[config.mk]
export PLATFORM = sky130hd
export DESIGN_NAME = bsram_port_ctrl
export DESIGN_NICKNAME = d
export VERILOG_FILES = /design/src/rtl/bsram_port_ctrl_pkg.sv /design/src/rtl/bsram_port_ctrl_rr_arb2.sv /design/src/rtl/bsram_port_ctrl.sv
export SDC_FILE = /design/constraint.sdc
export NUM_CORES = 1
export LEC_CHECK = 0
export ABC_AREA = 0
export CAP_MARGIN = 30
export CORE_MARGIN = 4
export CORE_UTILIZATION = 36
export DETAILED_ROUTE_END_ITERATION = 8
export PLACE_DENSITY_LB_ADDON = 0.05
export SLEW_MARGIN = 10
export SYNTH_ARGS = -nofsm -noshare
export SYNTH_HDL_FRONTEND = slang
export SYNTH_HIERARCHICAL = 1
export SYNTH_SLANG_ARGS = --single-unit
[constraint.sdc]
create_clock -name clk -period 2.8 [get_ports clk]
set_clock_uncertainty 0.2 [all_clocks]
set_input_delay 0.56 -clock clk [delete_from_list [all_inputs] [get_ports clk]]
set_output_delay 0.56 -clock clk [all_outputs]
set_load 0.01 [all_outputs]
[src/rtl/bsram_port_ctrl_pkg.sv]
// Shared types and default geometry for the BSRAM port controller.
package bsram_ctrl_pkg;
   localparam int ADDR_W = 13;
   localparam int DATA_W = 8;

   typedef enum logic {ST_BOOT, ST_RUN} state_t;
   typedef enum logic {REQ_CPU, REQ_LCD} req_id_t;
endpackage

[src/rtl/bsram_port_ctrl_rr_arb2.sv]
// Two-way round-robin arbiter; bit 0 is the CPU, bit 1 the LCD fetcher.
module rr_arb2
   import bsram_ctrl_pkg::*;
(
   input  logic       clk,
   input  logic       rst_n,
   input  logic [1:0] req,
   output logic [1:0] gnt
);
   req_id_t last_q, last_d;

   always_comb begin
      gnt    = 2'b00;
      last_d = last_q;
      case (req)
         2'b01:   gnt = 2'b01;
         2'b10:   gnt = 2'b10;
         // Contention: hand the port to whoever lost last time.
         2'b11:   gnt = (last_q == REQ_LCD) ? 2'b01 : 2'b10;
         default: gnt = 2'b00;
      endcase
      if (gnt != 2'b00) begin
         last_d = gnt[1] ? REQ_LCD : REQ_CPU;
      end
   end

   always_ff @(posedge clk) begin
      if (!rst_n) begin
         last_q <= REQ_CPU;
      end else begin
         last_q <= last_d;
      end
   end
endmodule

[src/rtl/bsram_port_ctrl.sv]
// Sequences the simple dual-port BSRAM: boot image load, then CPU writes
// plus a shared CPU/LCD read port with tagged, fixed-latency returns.
module bsram_port_ctrl #(
   parameter int                ADDR_W       = bsram_ctrl_pkg::ADDR_W,
   parameter int                DATA_W       = bsram_ctrl_pkg::DATA_W,
   parameter logic [ADDR_W-1:0] BOOT_BASE    = '0,
   parameter int                READ_LATENCY = 2
) (
   input  logic              clk,
   input  logic              rst_n,
   input  logic              boot_valid,
   output logic              boot_ready,
   input  logic [DATA_W-1:0] boot_data,
   input  logic              boot_last,
   output logic              boot_done,
   output logic              boot_ovf,
   input  logic              cpu_wr_en,
   input  logic [ADDR_W-1:0] cpu_wr_addr,
   input  logic [DATA_W-1:0] cpu_wr_data,
   input  logic              cpu_rd_req,
   input  logic [ADDR_W-1:0] cpu_rd_addr,
   output logic              cpu_rd_gnt,
   output logic              cpu_rd_valid,
   output logic [DATA_W-1:0] cpu_rd_data,
   input  logic              lcd_rd_req,
   input  logic [ADDR_W-1:0] lcd_rd_addr,
   output logic              lcd_rd_gnt,
   output logic              lcd_rd_valid,
   output logic [DATA_W-1:0] lcd_rd_data,
   output logic              mem_cea,
   output logic [ADDR_W-1:0] mem_ada,
   output logic [DATA_W-1:0] mem_din,
   output logic              mem_ceb,
   output logic [ADDR_W-1:0] mem_adb,
   output logic              mem_oce,
   input  logic [DATA_W-1:0] mem_dout
);
   import bsram_ctrl_pkg::*;

   localparam logic [ADDR_W-1:0] ADDR_TOP = '1;

   state_t            state_q, state_d;
   logic [ADDR_W-1:0] boot_addr_q, boot_addr_d;
   logic              boot_done_q;
   logic              boot_ovf_q, boot_ovf_d;
   logic              boot_at_top;
   logic              wr_en_q, wr_en_d;
   logic [ADDR_W-1:0] wr_addr_q, wr_addr_d;
   logic [DATA_W-1:0] wr_data_q, wr_data_d;
   logic [1:0]        rd_req, rd_gnt;
   logic              pipe_v_q  [READ_LATENCY];
   req_id_t           pipe_id_q [READ_LATENCY];
   logic              ret_v;
   req_id_t           ret_id;
   logic [DATA_W-1:0] cpu_hold_q, lcd_hold_q;

   always_comb begin
      state_d     = state_q;
      boot_addr_d = boot_addr_q;
      boot_ovf_d  = boot_ovf_q;
      boot_ready  = 1'b0;
      boot_at_top = (boot_addr_q == ADDR_TOP);
      wr_en_d     = cpu_wr_en;
      wr_addr_d   = cpu_wr_addr;
      wr_data_d   = cpu_wr_data;
      case (state_q)
         ST_BOOT: begin
            boot_ready = 1'b1;
            wr_en_d    = boot_valid;
            wr_addr_d  = boot_addr_q;
            wr_data_d  = boot_data;
            if (boot_valid) begin
               // Top of memory ends boot even without last; the counter never wraps.
               if (boot_last || boot_at_top) begin
                  state_d    = ST_RUN;
                  boot_ovf_d = !boot_last;
               end else begin
                  boot_addr_d = boot_addr_q + ADDR_W'(1);
               end
            end
         end
         default: ;
      endcase
   end

   always_ff @(posedge clk) begin
      if (!rst_n) begin
         state_q     <= ST_BOOT;
         boot_addr_q <= BOOT_BASE;
         boot_done_q <= 1'b0;
         boot_ovf_q  <= 1'b0;
         wr_en_q     <= 1'b0;
         wr_addr_q   <= '0;
         wr_data_q   <= '0;
      end else begin
         state_q     <= state_d;
         boot_addr_q <= boot_addr_d;
         boot_done_q <= (state_q == ST_RUN);
         boot_ovf_q  <= boot_ovf_d;
         wr_en_q     <= wr_en_d;
         wr_addr_q   <= wr_addr_d;
         wr_data_q   <= wr_data_d;
      end
   end

   assign boot_done = boot_done_q;
   assign boot_ovf  = boot_ovf_q;
   assign mem_cea   = wr_en_q;
   assign mem_ada   = wr_addr_q;
   assign mem_din   = wr_data_q;

   assign rd_req = {lcd_rd_req, cpu_rd_req} & {2{rst_n && (state_q == ST_RUN)}};

   rr_arb2 u_arb (
      .clk   (clk),
      .rst_n (rst_n),
      .req   (rd_req),
      .gnt   (rd_gnt)
   );

   assign cpu_rd_gnt = rd_gnt[0];
   assign lcd_rd_gnt = rd_gnt[1];
   assign mem_ceb    = |rd_gnt;
   assign mem_adb    = rd_gnt[1] ? lcd_rd_addr : cpu_rd_addr;
   assign mem_oce    = (READ_LATENCY == 2);

   always_ff @(posedge clk) begin
      if (!rst_n) begin
         for (int i = 0; i < READ_LATENCY; i++) begin
            pipe_v_q[i]  <= 1'b0;
            pipe_id_q[i] <= REQ_CPU;
         end
      end else begin
         for (int i = READ_LATENCY - 1; i > 0; i--) begin
            pipe_v_q[i]  <= pipe_v_q[i-1];
            pipe_id_q[i] <= pipe_id_q[i-1];
         end
         pipe_v_q[0]  <= |rd_gnt;
         pipe_id_q[0] <= rd_gnt[1] ? REQ_LCD : REQ_CPU;
      end
   end

   // The pipe tail lines up with mem_dout, so the data path is a bypass mux.
   assign ret_v        = rst_n && pipe_v_q[READ_LATENCY-1];
   assign ret_id       = pipe_id_q[READ_LATENCY-1];
   assign cpu_rd_valid = ret_v && (ret_id == REQ_CPU);
   assign lcd_rd_valid = ret_v && (ret_id == REQ_LCD);
   assign cpu_rd_data  = cpu_rd_valid ? mem_dout : cpu_hold_q;
   assign lcd_rd_data  = lcd_rd_valid ? mem_dout : lcd_hold_q;

   always_ff @(posedge clk) begin
      if (!rst_n) begin
         cpu_hold_q <= '0;
         lcd_hold_q <= '0;
      end else begin
         if (cpu_rd_valid) cpu_hold_q <= mem_dout;
         if (lcd_rd_valid) lcd_hold_q <= mem_dout;
      end
   end
endmodule

* Word level (Yosys, flattened, before mapping)
Memories as Yosys holds them, arrays and structs flattened. Index checks and enable logic that the tools add are counted. W data, S select, Z words.
Operators by class: mux-type cells 19, reduce and logical (&&, ||, !) cells 10, eq/ne operators 4, $lt $le $gt $ge 0, bitwise gates (word level) 8, multiply operators 0, div/mod/pow operators 0, shift operators 0, $add $sub $neg 1
Operators with widths (number):
- $mux W13 | 2
- $mux W8 | 3
- $add A13 B1 Y13 const B | 1
- $eq A13 B13 Y1 const B | 1
- $mux W1 | 12
- $pmux W2 S3 | 1
- $reduce_and A3 Y1 | 2
- $eq A2 B2 Y1 const B | 2
- $logic_and A1 B1 Y1 | 4
- $or A1 B1 Y1 | 4
- $not A1 Y1 | 3
- $and A2 B2 Y2 | 1
- $eq A2 B1 Y1 const B | 1
- $mux W2 | 1
- $reduce_bool A2 Y1 | 1
- $reduce_or A2 Y1 | 1
- $logic_not A1 Y1 | 1
- $logic_or A1 B1 Y1 | 1
Storage, ports and cells: memories 2, word-level logic and storage cells 54, memory bits (read-only) 0, register bits 55, input bits 70, bits in latches 0, output and inout bits 60, bits in writable memories 4
Memory list:
- pipe_id_q | words 2, width 1, rd ports 2, clocked after memory_dff 0, write ports 2, RTL line bsram_port_ctrl.sv:52 | req_id_t pipe_id_q [READ_LATENCY];
- pipe_v_q | words 2, width 1, rd ports 2, clocked after memory_dff 0, write ports 2, RTL line bsram_port_ctrl.sv:51 | logic pipe_v_q [READ_LATENCY];

* Depth between registers and ports, before layout
Gate-level depths: netlist (run 1).
word-level depth 6, mapped depth 7, depth with buffers taken out 5

* Modules after synthesis
Netlist (run 1), hierarchy kept.
Modules (own cells, without submodules):
- bsram_port_ctrl | area an instance 2454.9 µm², instances 1, cells each 244, seq. area each 1161.1 µm²
- rr_arb2 | area an instance 48.8 µm², instances 1, cells each 6, seq. area each 20.0 µm²

* Least setup slack after synthesis (run 1)
OpenSTA, ideal clock, no wires.
kind input-to-output, start point input port rst_n, end point output port mem_adb[10], stages 7, slack -0.436 ns, buffers on the path 4, arrival 2.476 ns, data required time 2.040 ns, cells stage by stage clkbuf_1 > clkbuf_1 > and3_1 > a21boi_0 > clkbuf_1 > clkbuf_1 > mux2_2
On the way: longest elaborated chain between the ends 5, elaborated cells on any way between the ends 7, those cells by class 3 x eq/ne; 2 x mux; 1 x bitwise; 1 x reduce/logical
Ends and longest elaborated chain:
- start: declaration | RTL line bsram_port_ctrl.sv:10 | input logic rst_n,
- $logic_and A1 B1 Y1 * | RTL line bsram_port_ctrl.sv:112 | assign rd_req = {lcd_rd_req, cpu_rd_req} & {2{rst_n && (state_q == ST_RUN)}};
- $and A2 B2 Y2 * | RTL line bsram_port_ctrl.sv:112
- via rd_req[0] | RTL line bsram_port_ctrl.sv:50 | logic [1:0] rd_req, rd_gnt;
- $eq A2 B2 Y1 / $eq A2 B1 Y1 (equally long branches) | RTL line bsram_port_ctrl_rr_arb2.sv:15 | case (req)
- $pmux W2 S3 * | RTL line bsram_port_ctrl_rr_arb2.sv:15
- via lcd_rd_gnt | RTL line bsram_port_ctrl.sv:27 | output logic lcd_rd_gnt,
- $mux W13 * | RTL line bsram_port_ctrl.sv:124 | assign mem_adb = rd_gnt[1] ? lcd_rd_addr : cpu_rd_addr;
- end: declaration | RTL line bsram_port_ctrl.sv:34 | output logic [ADDR_W-1:0] mem_adb,
Mark *: on every way through the listed nets, which the timed path passes. The rest lies on a longest branch.

* Worst setup path after layout (run 1)
start point input port cpu_rd_req, end point output port mem_adb[11]
On the way: longest elaborated chain between the ends 4, elaborated cells on any way between the ends 6, those cells by class 3 x eq/ne; 2 x mux; 1 x bitwise
Ends and longest elaborated chain:
- start: declaration | RTL line bsram_port_ctrl.sv:20 | input logic cpu_rd_req,
- $and A2 B2 Y2 * | RTL line bsram_port_ctrl.sv:112
- via rd_req[0] | RTL line bsram_port_ctrl.sv:50
- $eq A2 B2 Y1 / $eq A2 B1 Y1 (equally long branches) | RTL line bsram_port_ctrl_rr_arb2.sv:15
- $pmux W2 S3 * | RTL line bsram_port_ctrl_rr_arb2.sv:15
- $mux W13 * | RTL line bsram_port_ctrl.sv:124
Marks and branches as above.

==> summary.md, run 1 <==
| Metric | Value |
|---|---|
| Outcome | `finished clean` |
| Root Driver | `sky130_fd_sc_hd__clkbuf_8` |
| Crit path time final | `2.77 ns` |
| Largest fanout of any net on the critical path | `8` |
| Met2 Wirelength | `2.99 mm` |
| Maximum number of buffers from clock root to sink | `2` |
| Maximum number of pins on one net before global-route repair | `27` |
| Cts-stage hold buffer count | `0` |
| Number of global-route vias before repair | `2,335` |
| Highest routed metal layer | `met4` |
| Slowest stage delay, CP | `0.40 ns` |
| Number of warnings reported in the yosys synthesis log | `6` |
| Critical Setup Path Class | `input port to output pin` |
| Combined global-route utilization of all metal layers | `15.6%` |
| Number of antenna violations at the first check in global routing | `0` |
| Core area | `6760 um^2` |
| Starting DRT DRC Count | `54` |
| Unrepaired setup endpoints after global routing | `yes` |
| Cell family with most CP delay | `buffers and inverters` |
| Routed met3 length | `688 um` |
| Cell Area, Synth | `2500 um^2` |
| Diode count | `0` |
| Wire length after detailed routing | `6.27 mm` |
| CP arrival | `2.01 ns` |
| Startpoint kind of the worst setup timing path | `input port` |
| Average wire per standard cell | `13.3 um` |
| Chain of cells forming the critical path | `clkdlybuf4s50_1, and3_4, a21boi_4, buf_6, buf_12, mux2_2, buf_6` |
| Layout cell share with drive strength beyond 1 | `19.9%` |
| Final max-slew violation count | `0` |
| DR vias/cell | `4.70` |
| Leakage power of the design | `1.80 nW` |
| Post-Synthesis Mean Instance Area | `10.0 um^2` |
| Upper clock frequency limit | `0.361 GHz` |
| Fin nets | `458` |
| Portion of synthesized cell area occupied by the leading cell type | `47.2%` |
| TritonCTS clock tree | `built` |
| Share of flip-flops with an asynchronous set or reset | `0%` |
| Area leader, netlist | `sky130_fd_sc_hd__dfxtp_1` |
| Max stage delay cell, worst path | `sky130_fd_sc_hd__clkdlybuf4s50_1` |
| Total grt overflow | `0` |
| Synthesized flop and latch total | `59` |
| Count of flip-flops with a built-in enable after synthesis | `0` |
| Critical path required time | `2.04 ns` |
| Row count | `30` |
| Cell area after layout | `4230 um^2` |
| H-tree lvl count | `3` |
| Max-cap violations | `0` |
| Area after detailed placement | `3920 um^2` |
| Setup TNS | `0 ns` |
| Fraction of the yosys area taken by sequential cells | `47.2%` |
| Net count after synthesis | `321` |
| Hold violation total from the final report | `0` |
| Most used cell, CP | `sky130_fd_sc_hd__buf_6` |
| First-pass GRT wire length | `10.5 mm` |
| Chip Height | `91.4 um` |
| Number of endpoints failing setup at the final stage | `0` |
| Post-synthesis cell count | `250` |
| Final antenna-violating net count | `0` |
| Die X-Extent | `91.4 um` |
| Leading cell types by total area after synthesis | `sky130_fd_sc_hd__dfxtp_1 (47%), sky130_fd_sc_hd__mux2_2 (13%), sky130_fd_sc_hd__mux2i_1 (10%)` |
| Total die area | `8350 um^2` |
| Routed vias | `2,214` |
| Final weighted congestion in routability-driven placement | `0.754` |
| Detail Placement HPWL | `4.59 mm` |
| Met1 routed wirelength after detailed routing | `2.52 mm` |
| Count of port buffers added during placement | `128` |
| CP endpoint kind | `output pin` |
| Maximum resistive drop on vdd | `0.317 mV` |
| Power density over the cells | `477 nW/um^2` |
| Starting density of the core | `37.1%` |
| Area growth from synthesis to layout | `69.0%` |
| Type of the worst min-delay path | `flop to flop` |
| Ranking of synthesized cells by instance count | `sky130_fd_sc_hd__dfxtp_1 (59), sky130_fd_sc_hd__mux2_2 (29), sky130_fd_sc_hd__nor2_1 (28)` |
| Detailed-route DRC error count | `0` |
| First-pass detailed-route iteration total | `4` |
| Number of buffers created by CTS | `9` |
| Clk Latency, worst-skew pair | `0.34 ns` |
| Clock slew at the register clock pins of the worst setup and hold paths | `0.07 ns` |
| End-of-flow core utilization | `62.6%` |
| TritonCTS Sinks | `59` |
| Total power consumption of the routed design | `2.02 mW` |
| CP Buf/Inv Count | `4` |
| Synth unique cells | `40` |
| Cell with the most instances after synthesis | `sky130_fd_sc_hd__dfxtp_1` |
| Final critical-path share of the clock period | `98.9%` |
| # IOs | `130` |
| Top_reg_cell synth | `sky130_fd_sc_hd__dfxtp_1` |
## routing by layer
layer  vias up  track usage (%)
met2        78             25.6
met5         -                0
met3         8             8.78
met4         0             5.40
li1       1131                -
met1       997             16.9
## logic make-up after synthesis
kind of cell    after synthesis  share of synthesized area [%]
simple gates                 89                           18.5
flops                        59                           47.2
mux                          54                           23.0
buf+inv                      23                           3.95
compound gates               20                           5.60
xor+xnor                      3                           1.05
fa+ha+maj                     1                          0.500
other cells                   1                          0.150
## power by group
part	leakage, nW	switching (mW)	internal (mW)
clock network	0.115	0.326	0.544
registers	0.479	0.00754	0.859
logic	1.21	0.0948	0.184
total	1.80	0.428	1.59
## layout by cell type, fill, tap and decap left out, drive strengths merged, types with 5 or more instances in the layout
| master | synthesis | final |
|---|---|---|
| and2 | 20 | 20 |
| and3 | 5 | 5 |
| buf | 3 | 28 |
| clkbuf | 13 | 11 |
| clkdlybuf4s50 | 0 | 94 |
| dfxtp | 59 | 59 |
| dlygate4sd2 | 0 | 20 |
| inv | 7 | 7 |
| mux2 | 29 | 29 |
| mux2i | 25 | 25 |
| nand2 | 10 | 10 |
| nand3 | 7 | 7 |
| nor2 | 28 | 28 |
| o21ai | 5 | 5 |
## area by class of cell
type | count | area (um^2)
Fill cell | 591 | 2530
Inverter | 7 | 26.3
Timing Repair Buffer | 142 | 1430
Clock buffer | 11 | 151
Multi-Input combinational cell | 168 | 1270
Tap cell | 80 | 100
Clock inverter | 4 | 73.8
Sequential cell | 59 | 1180
## repair_timing
action / in CTS / in global routing
resized for setup: 87 / 16
setup buffers: 2 / 0
setup endpoints to repair: 34 / 12
pin swaps: 0 / 0
cloned: 1 / 0
## flip-flops by register name, indices dropped and copies added (netlist names)
name	cells
boot_addr_q	13
boot_done	1
boot_ovf	1
cpu_hold_q	8
lcd_hold_q	8
mem_ada	13
mem_cea	1
mem_din	8
pipe_id_q	2
pipe_v_q	2
state_q	1
u_arb/last_q	1
## through the flow
stage / cells / hold WS, ns / worst slack, ns
after floorplan: 250 / 0.212 / 0.0254
after global placement: 453 / 0.221 / -0.366
after detailed placement: 453 / 0.222 / -0.388
after CTS: 471 / 0.228 / 0.0316
after global routing: 471 / 0.258 / -0.0304
final: 471 / 0.223 / 0.0301
## path summary, 6_finish.rpt
path                              start  slack (ns)  cells after the start                      endpoint
min          pipe_id_q[0][0]$_SDFF_PN0_        0.22                      1    pipe_id_q[0][1]$_SDFF_PN0_
max                          cpu_rd_req        0.03                      7                   mem_adb[11]
max reg2reg          state_q$_SDFF_PN0_        0.52                      5  boot_addr_q[11]$_SDFFE_PN0P_
min reg2reg  pipe_id_q[0][0]$_SDFF_PN0_        0.22                      1    pipe_id_q[0][1]$_SDFF_PN0_
Note: power is estimated with default switching activity, not from simulation.
==> inputs of run 2 (changes only) <==
Settings changed: GPL_TIMING_DRIVEN set to 1, SKIP_CTS_REPAIR_TIMING set to 1.
==> summary.md, run 2 (synthesis results as in run 1) <==
| Metric | Value |
|---|---|
| Average wire per standard cell | `13.1 um` |
| Starting density of the core | `37.1%` |
| Switching Share | `21.1%` |
| Clk Latency, worst-skew pair | `0.33 ns` |
| Die X-Extent | `91.4 um` |
| Diode count | `0` |
| H-tree lvl count | `3` |
| Crit path time final | `2.75 ns` |
| Total power consumption of the routed design | `2.00 mW` |
| Max-cap violations | `0` |
| Most crowded layer after global routing | `met2` |
| Wire length after detailed routing | `6.15 mm` |
| Row count | `30` |
| Total die area | `8350 um^2` |
| Type of the worst min-delay path | `flop to flop` |
| Area growth from synthesis to layout | `66.4%` |
| Detail Placement HPWL | `4.59 mm` |
| Clock slew at the register clock pins of the worst setup and hold paths | `0.07 ns` |
| # IOs | `130` |
| Upper clock frequency limit | `0.364 GHz` |
| Setup TNS | `0 ns` |
| Met3 track demand over resource in global routing | `9.28%` |
| Largest fanout of any net on the critical path | `8` |
| Storage cell area | `1180 um^2` |
| Number of antenna violations at the first check in global routing | `0` |
| First-pass GRT wire length | `10.4 mm` |
| Maximum resistive drop on vdd | `0.313 mV` |
| Worst hold slack | `0.223 ns` |
| Core area | `6760 um^2` |
| Unrepaired setup endpoints after global routing | `no` |
| First-pass detailed-route iteration total | `4` |
| Final max-slew violation count | `0` |
| Count of port buffers added during placement | `128` |
| Power density over the cells | `479 nW/um^2` |
| Maximum number of pins on one net before global-route repair | `27` |
| Cell area after layout | `4170 um^2` |
| Cell family with most CP delay | `buffers and inverters` |
| CP arrival | `1.99 ns` |
| Leakage power of the design | `1.77 nW` |
| Clock network power share | `43.5%` |
| Leading cell type in the layout, fill and taps excluded | `sky130_fd_sc_hd__clkdlybuf4s50_1` |
| Grt met1 use | `16.5%` |
| Internal Dissipation | `1.57 mW` |
| Hold violation total from the final report | `0` |
| Max stage delay cell, worst path | `sky130_fd_sc_hd__clkdlybuf4s50_1` |
| Number of global-route vias before repair | `2,311` |
| Global routing met2 resource utilization | `25.1%` |
| Switching power summed over all nets | `0.422 mW` |
| Critical path required time | `2.04 ns` |
| Fill count | `603` |
| Share of power burned in registers | `43.4%` |
| Detailed-route DRC error count | `0` |
| Outcome | `finished clean` |
| Combinational group share of total power | `13.1%` |
| Area occupied by multi-input gates | `1250 um^2` |
| Starting DRT DRC Count | `54` |
| Most frequent cells in the layout | `sky130_fd_sc_hd__clkdlybuf4s50_1 (108), sky130_fd_sc_hd__dfxtp_1 (59), sky130_fd_sc_hd__mux2_2 (28), sky130_fd_sc_hd__nor2_1 (28), sky130_fd_sc_hd__mux2i_1 (25)` |
| Slowest stage delay, CP | `0.40 ns` |
| Startpoint kind of the worst setup timing path | `input port` |
| Number of buffers created by CTS | `9` |
| TritonCTS clock tree | `built` |
| DR vias/cell | `4.72` |
| Critical Setup Path Class | `input port to output pin` |
| Fin nets | `457` |
| Chip Height | `91.4 um` |
| Final weighted congestion in routability-driven placement | `0.754` |
| Number of endpoints failing setup at the final stage | `0` |
| Final antenna-violating net count | `0` |
| Maximum number of buffers from clock root to sink | `2` |
| Chain of cells forming the critical path | `clkdlybuf4s50_1, and3_4, a21boi_4, clkbuf_16, mux2_2, clkbuf_2` |
| Total grt overflow | `0` |
| Layout cell share with drive strength beyond 1 | `19.5%` |
| Root Driver | `sky130_fd_sc_hd__clkbuf_8` |
| End-of-flow core utilization | `61.6%` |
| Area after detailed placement | `3920 um^2` |
| TritonCTS Sinks | `59` |
| CP endpoint kind | `output pin` |
| Combined global-route utilization of all metal layers | `15.5%` |
| Final critical-path share of the clock period | `98.2%` |
| Routed vias | `2,217` |
| CP Buf/Inv Count | `3` |
==> run 2: cell count changes in the layout (fill, tap and decap cells not counted) <==
cell and change:
sky130_fd_sc_hd__clkbuf_16 +1, sky130_fd_sc_hd__mux2_4 -5, sky130_fd_sc_hd__buf_4 +3, sky130_fd_sc_hd__buf_6 -15, sky130_fd_sc_hd__buf_16 -1, sky130_fd_sc_hd__dlygate4sd2_1 -20
sky130_fd_sc_hd__clkdlybuf4s50_1 +14, sky130_fd_sc_hd__dlymetal6s2s_1 +7, sky130_fd_sc_hd__clkbuf_2 +12, sky130_fd_sc_hd__buf_2 -2, sky130_fd_sc_hd__mux2_2 +5
==> run 2: per-stage QoR <==
stage / setup WS, ns / instances
after global placement: -0.366 / 453
final: 0.0494 / 470
after floorplan: 0.0254 / 250
after detailed placement: -0.388 / 453
after global routing: 0.00235 / 470
after CTS: -0.404 / 468
==> run 2: per-layer routing <==
layer,routed length [um],vias to the layer above
met2,2950,78
met4,73,0
met1,2450,1001
li1,-,1130
met5,0,-
met3,681,8
==> run 2: power groups by stage <==
stage          sequential [mW]  clock, mW  combinational [mW]
2_1_floorplan            0.893          0              0.0876
3_3_place_gp             0.886          0               0.271
3_5_place_dp             0.886          0               0.272
4_1_cts                  0.867      0.894               0.274
5_1_grt                  0.869      0.933               0.285
6_report                 0.867      0.868               0.262
==> run 2: cell type report <==
type                       instances  share of cell area [%]
timing repair buffer             141                    33.2
multi-input combinational        168                    30.0
sequential                        59                    28.4
clock buffer                      11                    3.63
tap                               80                    2.40
clock inverter                     4                    1.77
inverter                           7                   0.631
==> run 2: path summary, 6_finish.rpt <==
kind | startpoint | to | slack, ns | depth (start not counted)
max | cpu_rd_req | mem_adb[10] | 0.05 | 6
min | pipe_id_q[0][0]$_SDFF_PN0_ | pipe_id_q[0][1]$_SDFF_PN0_ | 0.22 | 1
max reg2reg | state_q$_SDFF_PN0_ | boot_addr_q[11]$_SDFFE_PN0P_ | 0.52 | 5
min reg2reg | pipe_id_q[0][0]$_SDFF_PN0_ | pipe_id_q[0][1]$_SDFF_PN0_ | 0.22 | 1
==> inputs of run 3 (changes only) <==
Settings changed: PLACE_DENSITY_LB_ADDON 0.05 to 0.3.
==> summary.md, run 3 (synthesis results as in run 1) <==
| Metric | Value |
|---|---|
| Area growth from synthesis to layout | `68.9%` |
| Switching power summed over all nets | `0.428 mW` |
| Die X-Extent | `91.4 um` |
| Upper clock frequency limit | `0.351 GHz` |
| Count of port buffers added during placement | `128` |
| Routed vias | `2,294` |
| TritonCTS clock tree | `built` |
| Area after detailed placement | `3930 um^2` |
| TritonCTS Sinks | `59` |
| Total die area | `8350 um^2` |
| Leading cell type in the layout, fill and taps excluded | `sky130_fd_sc_hd__clkdlybuf4s50_1` |
| Layout cell share with drive strength beyond 1 | `20.2%` |
| Row count | `30` |
| Clock slew at the register clock pins of the worst setup and hold paths | `0.06 ns` |
| Internal Dissipation | `1.63 mW` |
| Power density over the cells | `488 nW/um^2` |
| Cell area after layout | `4230 um^2` |
| First-pass GRT wire length | `10.5 mm` |
| R2r startpoint | `state_q$_SDFF_PN0_` |
| Final critical-path share of the clock period | `102%` |
| Maximum number of pins on one net before global-route repair | `26` |
| Startpoint kind of the worst setup timing path | `input port` |
| Combined global-route utilization of all metal layers | `15.8%` |
| Clock network power share | `44.8%` |
| End-of-flow core utilization | `62.6%` |
| Starting DRT DRC Count | `50` |
| Number of antenna violations at the first check in global routing | `0` |
| Detail Placement HPWL | `4.86 mm` |
| Fill count | `579` |
| Fin nets | `462` |
| Root Driver | `sky130_fd_sc_hd__clkbuf_8` |
| Clk Latency, worst-skew pair | `0.33 ns` |
| Detailed-route DRC error count | `0` |
| Largest fanout of any net on the critical path | `5` |
| Number of buffers created by CTS | `9` |
| Starting density of the core | `37.1%` |
| Final weighted congestion in routability-driven placement | `0.770` |
| Outcome | `finished with violations` |
| Worst reg2reg setup slack | `0.50 ns` |
| Switching Share | `20.8%` |
| Wire length after detailed routing | `6.55 mm` |
| Worst hold slack | `0.244 ns` |
| Setup TNS | `-0.141 ns` |
| Critical Setup Path Class | `input port to output pin` |
| Worst R2R Path Depth | `5` |
| Final max-slew violation count | `0` |
| Core area | `6760 um^2` |
| Chip Height | `91.4 um` |
| Total power consumption of the routed design | `2.06 mW` |
| Final antenna-violating net count | `0` |
| CP endpoint kind | `output pin` |
| Critical path required time | `2.04 ns` |
| Leakage power of the design | `1.78 nW` |
| Combinational group share of total power | `13.1%` |
| CP arrival | `2.09 ns` |
| # IOs | `130` |
| Unrepaired setup endpoints after global routing | `yes` |
| Endpoint of the worst setup timing path | `mem_adb[7]` |
| Number of endpoints failing setup at the final stage | `3` |
| Worst path setup slack after routing | `-0.0492 ns` |
| DR vias/cell | `4.82` |
| Maximum resistive drop on vdd | `0.333 mV` |
| Worst R2R End | `boot_addr_q[11]$_SDFFE_PN0P_` |
| Share of power burned in registers | `42.1%` |
| Type of the worst min-delay path | `flop to flop` |
| Crit path time final | `2.85 ns` |
| Diode count | `0` |
| Most frequent cells in the layout | `sky130_fd_sc_hd__clkdlybuf4s50_1 (111), sky130_fd_sc_hd__dfxtp_1 (59), sky130_fd_sc_hd__nor2_1 (28)` |
| Hold violation total from the final report | `0` |
| Maximum number of buffers from clock root to sink | `2` |
| Max-cap violations | `0` |
| Number of global-route vias before repair | `2,292` |
| Worst setup path startpoint | `lcd_rd_req` |
| Average wire per standard cell | `13.8 um` |
| H-tree lvl count | `3` |
| Total grt overflow | `0` |
| First-pass detailed-route iteration total | `4` |
| Violated checks | `setup timing` |
-- run 3: cell count changes in the layout (fill, tap and decap cells not counted), moves of 2 or more --
| cell | before | now |
|---|---|---|
| sky130_fd_sc_hd__clkdlybuf4s50_1 | 108 | 111 |
| sky130_fd_sc_hd__mux2_2 | 28 | 26 |
| sky130_fd_sc_hd__mux2_4 | 1 | 3 |
| sky130_fd_sc_hd__clkbuf_2 | 12 | 7 |
| sky130_fd_sc_hd__buf_4 | 9 | 15 |
| sky130_fd_sc_hd__buf_12 | 2 | 0 |
| sky130_fd_sc_hd__clkbuf_8 | 11 | 13 |
| sky130_fd_sc_hd__buf_6 | 2 | 6 |
-- run 3: area by class of cell --
| class | count | area (um^2) | share of cell area [%] |
|---|---|---|---|
| clock buffer | 13 | 179 | 4.23 |
| clock inverter | 3 | 67.6 | 1.60 |
| inverter | 7 | 26.3 | 0.621 |
| multi-input combinational | 168 | 1260 | 29.8 |
| sequential | 59 | 1180 | 27.9 |
| tap | 80 | 100 | 2.37 |
| timing repair buffer | 146 | 1410 | 33.4 |
-- run 3: metal layers --
layer  vias up  track usage [%]  share of wire, %
li1       1136                -                 -
met1      1055             16.6                39
met4         0             7.29               1.4
met2        94             27.0                51
met3         9             6.96               8.8
met5         -                0                 0
-- run 3: per-stage QoR --
stage          std cells  worst slack, ns
2_1_floorplan        250           0.0254
3_3_place_gp         457           -0.341
3_5_place_dp         457           -0.395
4_1_cts              473           -0.395
5_1_grt              476          -0.0766
6_report             476          -0.0492
-- run 3: worst min-delay path by stage --
stage	from	to	slack (ns)	cells after the start
detailed placement	pipe_id_q[0][0]$_SDFF_PN0_	pipe_id_q[0][1]$_SDFF_PN0_	0.23	1
global route	pipe_v_q[0][0]$_SDFF_PN0_	pipe_v_q[0][1]$_SDFF_PN0_	0.27	1
CTS	pipe_v_q[0][0]$_SDFF_PN0_	pipe_v_q[0][1]$_SDFF_PN0_	0.25	1
floorplan	pipe_id_q[0][0]$_SDFF_PN0_	pipe_id_q[0][1]$_SDFF_PN0_	0.21	1
global placement	pipe_id_q[0][0]$_SDFF_PN0_	pipe_id_q[0][1]$_SDFF_PN0_	0.21	1
finish	pipe_v_q[0][0]$_SDFF_PN0_	pipe_v_q[0][1]$_SDFF_PN0_	0.24	1
-- run 3: power groups by stage --
stage / Combinational [mW] / Clock (mW) / Sequential [mW]
2_1_floorplan: 0.0876 / 0 / 0.893
3_3_place_gp: 0.268 / 0 / 0.885
3_5_place_dp: 0.271 / 0 / 0.886
4_1_cts: 0.273 / 0.949 / 0.868
5_1_grt: 0.291 / 0.985 / 0.869
6_report: 0.270 / 0.925 / 0.868
-- run 3: worst max-delay path, cell delays in order --
cell and delay [ns]:
sky130_fd_sc_hd__clkdlybuf4s50_1 0.46, sky130_fd_sc_hd__and3_4 0.19, sky130_fd_sc_hd__a21boi_4 0.22, sky130_fd_sc_hd__buf_4 0.17, sky130_fd_sc_hd__mux2_2 0.32, sky130_fd_sc_hd__dlymetal6s2s_1 0.17
